### config.mk
export PLATFORM = sky130hd
export DESIGN_NAME = sisc_fetch_unit
export DESIGN_NICKNAME = d
export VERILOG_FILES = /design/src/rtl/sisc_fetch_unit.sv
export SDC_FILE = /design/constraint.sdc
export NUM_CORES = 1
export LEC_CHECK = 0
export ABC_AREA = 0
export CAP_MARGIN = 20
export CORE_ASPECT_RATIO = 0.6
export CORE_UTILIZATION = 60
export CTS_BUF_LIST = sky130_fd_sc_hd__clkbuf_4 sky130_fd_sc_hd__clkbuf_8
export CTS_CLUSTER_DIAMETER = 150
export CTS_CLUSTER_SIZE = 8
export DETAILED_ROUTE_END_ITERATION = 12
export DONT_BUFFER_PORTS = 1
export PLACE_DENSITY = 0.82
export SYNTH_ARGS = -nofsm -noshare
export SYNTH_HDL_FRONTEND = slang
export SYNTH_SLANG_ARGS = --single-unit
### constraint.sdc
create_clock -name clk -period 7.15 [get_ports clk]
set_input_delay 1.43 -clock clk [delete_from_list [all_inputs] [get_ports clk]]
set_output_delay 1.43 -clock clk [all_outputs]
set_load 0.05 [all_outputs]
### src/rtl/sisc_fetch_unit.sv
`default_nettype none
// ============================================================================
//  Module   : sisc_fetch_unit
//  Purpose  : SISC PC / IR / status datapath with branch resolution and an
//             instruction fetch FSM. Optional imem wait-state handshake is
//             enabled with the SISC_IMEM_WAIT_EN macro.
//  Revision : 1.0  initial release
// ============================================================================
module sisc_fetch_unit #(
    parameter int PC_W    = 16,
    parameter int INSTR_W = 32
) (
    input  logic               clk,
    input  logic               rst_f,
    input  logic               pc_write,
    input  logic               pc_sel,
    input  logic               br_sel,
    input  logic               ir_load,
    input  logic               stat_load,
    input  logic [3:0]         alu_stat,
    output logic [PC_W-1:0]    imem_addr,
    input  logic [INSTR_W-1:0] imem_data,
    input  logic               imem_rdy,
    output logic [INSTR_W-1:0] instr,
    output logic [3:0]         opcode,
    output logic [3:0]         mm,
    output logic [3:0]         stat,
    output logic               busy
);

    localparam logic [3:0] C_OP_BRA = 4'd4;
    localparam logic [3:0] C_OP_BRR = 4'd5;
    localparam logic [3:0] C_OP_BNE = 4'd6;
    localparam logic [3:0] C_OP_BNR = 4'd7;

    localparam logic [0:0] C_ST_IDLE = 1'b0;
    localparam logic [0:0] C_ST_WAIT = 1'b1;

    logic [PC_W-1:0]    r_pc;
    logic [INSTR_W-1:0] r_ir;
    logic [3:0]         r_stat;
    logic [0:0]         r_state;
    logic [0:0]         w_state_nxt;
    logic               w_ir_we;
    logic               w_busy;
    logic               w_rdy;
    logic               w_hit;
    logic               w_taken;
    logic [PC_W-1:0]    w_imm_zx;
    logic [PC_W-1:0]    w_imm_sx;
    logic [PC_W-1:0]    w_pc_nxt;

`ifdef SISC_IMEM_WAIT_EN
    assign w_rdy = imem_rdy;
`else
    logic w_unused_rdy;
    assign w_unused_rdy = imem_rdy;
    assign w_rdy        = 1'b1;
`endif

    // Fetch FSM: state register
    always_ff @(posedge clk or negedge rst_f) begin
        if (!rst_f)
            r_state <= C_ST_IDLE;
        else
            r_state <= w_state_nxt;
    end

    // Fetch FSM: next state
    always_comb begin
        w_state_nxt = r_state;
        case (r_state)
            C_ST_IDLE: if (ir_load && !w_rdy) w_state_nxt = C_ST_WAIT;
            C_ST_WAIT: if (w_rdy)             w_state_nxt = C_ST_IDLE;
            default:                          w_state_nxt = C_ST_IDLE;
        endcase
    end

    // Fetch FSM: outputs
    always_comb begin
        w_ir_we = 1'b0;
        w_busy  = 1'b0;
        case (r_state)
            C_ST_IDLE: w_ir_we = ir_load && w_rdy;
            C_ST_WAIT: begin
                w_busy  = 1'b1;
                w_ir_we = w_rdy;
            end
            default: ;
        endcase
    end

    // Branch condition always evaluates against the stat held before this edge
    always_comb begin
        w_hit   = |(r_ir[27:24] & r_stat);
        w_taken = 1'b0;
        case (r_ir[31:28])
            C_OP_BRA, C_OP_BRR: w_taken = w_hit;
            C_OP_BNE, C_OP_BNR: w_taken = !w_hit;
            default:            w_taken = 1'b0;
        endcase
    end

    assign w_imm_zx = PC_W'(r_ir[15:0]);
    assign w_imm_sx = PC_W'($signed(r_ir[15:0]));

    always_comb begin
        w_pc_nxt = r_pc;
        if (!pc_sel)
            w_pc_nxt = r_pc + PC_W'(1);
        else if (w_taken)
            w_pc_nxt = br_sel ? (r_pc + w_imm_sx) : w_imm_zx;
    end

    always_ff @(posedge clk or negedge rst_f) begin
        if (!rst_f) begin
            r_pc   <= '0;
            r_ir   <= '0;
            r_stat <= '0;
        end else begin
            if (pc_write && !w_busy)
                r_pc <= w_pc_nxt;
            if (w_ir_we)
                r_ir <= imem_data;
            if (stat_load)
                r_stat <= alu_stat;
        end
    end

    assign imem_addr = r_pc;
    assign instr     = r_ir;
    assign opcode    = r_ir[31:28];
    assign mm        = r_ir[27:24];
    assign stat      = r_stat;
    assign busy      = w_busy;

endmodule
`default_nettype wire
==> impl_metrics.env <==
export IMPL_ios=105
export IMPL_setup_viol=0
export IMPL_seqPwrFrac_pct=49.6
export IMPL_setup_tns_ns=0
export IMPL_firstDrtPassIters=5
export IMPL_fin_area_um2=3480
export IMPL_maxSlewHeadroom_pct=30.5
export IMPL_io_buffers=0
export IMPL_clock_skew_ns=0.00553
export IMPL_power_density_nw_per_um2=396
export IMPL_path_class="flip-flop to flip-flop"
export IMPL_drtAntennaViolNets=0
export IMPL_path_clk_slew_ns=0.10
export IMPL_synthCells=348
export IMPL_clockRootBuffer="clkbuf_8"
export IMPL_row_count=20
export IMPL_clock_latency_ns=0.31
export IMPL_dp_hpwl_um=5970
export IMPL_clk_path_buf_depth=2
export IMPL_coreArea_um2=5260
export IMPL_ys_flop_type="dfrtp_1"
export IMPL_die_h_um=60.4
export IMPL_drive_gt1_share_pct=16.1
export IMPL_async_reset_ff_share_pct=100
export IMPL_fill_cells=424
export IMPL_grt_overflow=0
export IMPL_netlist_area_leader_share_pct=38.1
export IMPL_p_comb_share_pct=35.5
export IMPL_cts_htree_levels=2
export IMPL_period_minus_slack_ns=3.16
export IMPL_initial_core_util_pct=65.0
export IMPL_end_kind="flip-flop"
export IMPL_required_ns=7.36
export IMPL_multiInputGateArea_um2=1960
export IMPL_vias_per_cell=6.93
export IMPL_status="completed"
export IMPL_cts_tree="yes"
export IMPL_p_leak_nw=1.46
export IMPL_critPathLaunchType="flip-flop"
export IMPL_post_cts_buffers=0
export IMPL_yosys_warnings=0
export IMPL_die_width_um=99.4
export IMPL_ir_drop_mv=0.206
export IMPL_yosysSeqAreaShare_pct=38.1
export IMPL_synth_area_leaders="dfrtp_1, mux2_2, ha_1"
export IMPL_worst_pin_slew_ns=1.04
export IMPL_syn_to_final_growth_pct=2.09
export IMPL_fin_crit_sh_pct=44.2
export IMPL_synth_area_um2=3410
export IMPL_antenna_cells=0
export IMPL_sw_frac_of_total_pct=51.5
export IMPL_hold_viol=0
export IMPL_grt_pass1_vias=2510
export IMPL_grt_max_degree=53
export IMPL_p_sw_mw=0.710
export IMPL_yosysTopAreaCell="dfrtp_1"
export IMPL_internal_power_mw=0.669
export IMPL_drc=0
export IMPL_cts_resized=0
export IMPL_syn_avg_cell_area_um2=9.81
export IMPL_cts_hold_buf=0
export IMPL_synth_distinct_cells=62
export IMPL_synth_nets=409
export IMPL_placed_area_um2=3370
export IMPL_register_area_um2=1300
export IMPL_hold_class="primary input to asynchronous set/reset pin"
export IMPL_crit_fanout=7
export IMPL_clock_sinks=52
export IMPL_dieArea_um2=6000
export IMPL_wl_per_cell_um=20.2
export IMPL_drtIter0Drc=200
export IMPL_yosysMostFrequentCell="dfrtp_1"
export IMPL_grt_usage_pct=28.2
export IMPL_wirelength_um=8130
export IMPL_grt_pass1_wl_um=12900
export IMPL_gp_congestion=0.886
export IMPL_power_share_clock_pct=14.9
export IMPL_critPathArrivalTime_ns=3.37
export IMPL_rsz0062_at_grt="false"
export IMPL_dr_total_vias=2785
export IMPL_slew_viol_final=0
export IMPL_drv_cap=0
export IMPL_synth_common_cells="dfrtp_1, mux2_2, a21oi_1"
export IMPL_fmax_mhz=316
export IMPL_final_nets=396
export IMPL_ys_ff_latch=52
export IMPL_synth_edf_count=0
export IMPL_antenna_found_initial=0
export IMPL_numCtsBuffers=5
worst max-delay path, stage by stage, from the launching register on:
cell and delay [ns]:
dfrtp_1 0.63, ha_1 0.38, fa_1 0.42, a21o_1 0.21, a221o_1 0.36, a32oi_1 0.44, a21oi_1 0.17, and3_1 0.22
nor4_1 0.23
placed cells by master, fill, tap and decap left out, drive strengths merged, types with 7 or more instances in the layout:
cell and instances:
dfrtp 52, mux2 36, a21oi 28, nand2 26, nor2 26, o21ai 22, ha 16, xnor2 8
and3 7, nand3 7, a31oi 7
power groups by stage:
stage | Sequential (mW) | Combinational (mW) | Clock [mW]
after floorplan | 0.637 | 0.426 | 0
after global placement | 0.685 | 0.456 | 0
after detailed placement | 0.689 | 0.476 | 0
after CTS | 0.683 | 0.479 | 0.208
after global routing | 0.697 | 0.545 | 0.218
final | 0.684 | 0.489 | 0.206
kinds of logic after synthesis:
kind of cell / after synthesis / synth area share, %
XOR/XNOR: 10 / 2.57
adder cells (fa/ha/maj): 17 / 6.45
buffers and inverters: 28 / 4.51
AND/OR/NAND/NOR: 98 / 15.1
flip-flops: 52 / 38.1
other: 1 / 0.110
AO/OA/AOI/OAI: 100 / 19.5
multiplexers: 42 / 13.6
layer usage:
metal	vias to the layer above	global-route usage, %	routed length, um
li1	1272	-	-
met3	4	7.14	858
met5	-	0	0
met4	0	5.25	41
met2	149	41.8	3440
met1	1360	42.2	3790
state kept, by name, summed over array words and instances (netlist names):
register   count
stat           4
imem_addr     16
instr         32
through the flow:
stage	power, mW	utilization (%)	hold slack (ns)	worst slack (ns)	cells
finish	1.38	66.3	0.800	3.99	402
global route	1.46	66.3	0.781	3.78	402
CTS	1.37	66.2	0.794	4.01	401
detailed placement	1.16	64.1	0.854	3.96	393
global placement	1.14	64.1	0.848	4.05	393
floorplan	1.06	-	0.806	4.38	348
cell type report:
class / instances / area share, %
flip-flops and latches: 52 / 37.3
clock buffers: 5 / 1.97
inverters: 7 / 0.754
well taps: 66 / 2.37
multi-input cells: 268 / 56.2
repair buffers: 1 / 0.144
clock inverters: 3 / 1.22
worst paths after layout:
kind | start | endpoint | slack [ns] | depth (start not counted)
max | imem_addr[0] | imem_addr[12] | 3.99 | 8
min | rst_f | instr[15] | 0.80 | 0
max reg2reg | imem_addr[0] | imem_addr[12] | 3.99 | 8
min reg2reg | imem_addr[0] | imem_addr[0] | 0.87 | 2
max in group asynchronous | rst_f | instr[23] | 6.27 | 0
min in group clk | imem_addr[0] | imem_addr[0] | 0.87 | 2
No activity file was read; power rests on OpenSTA's default activity.
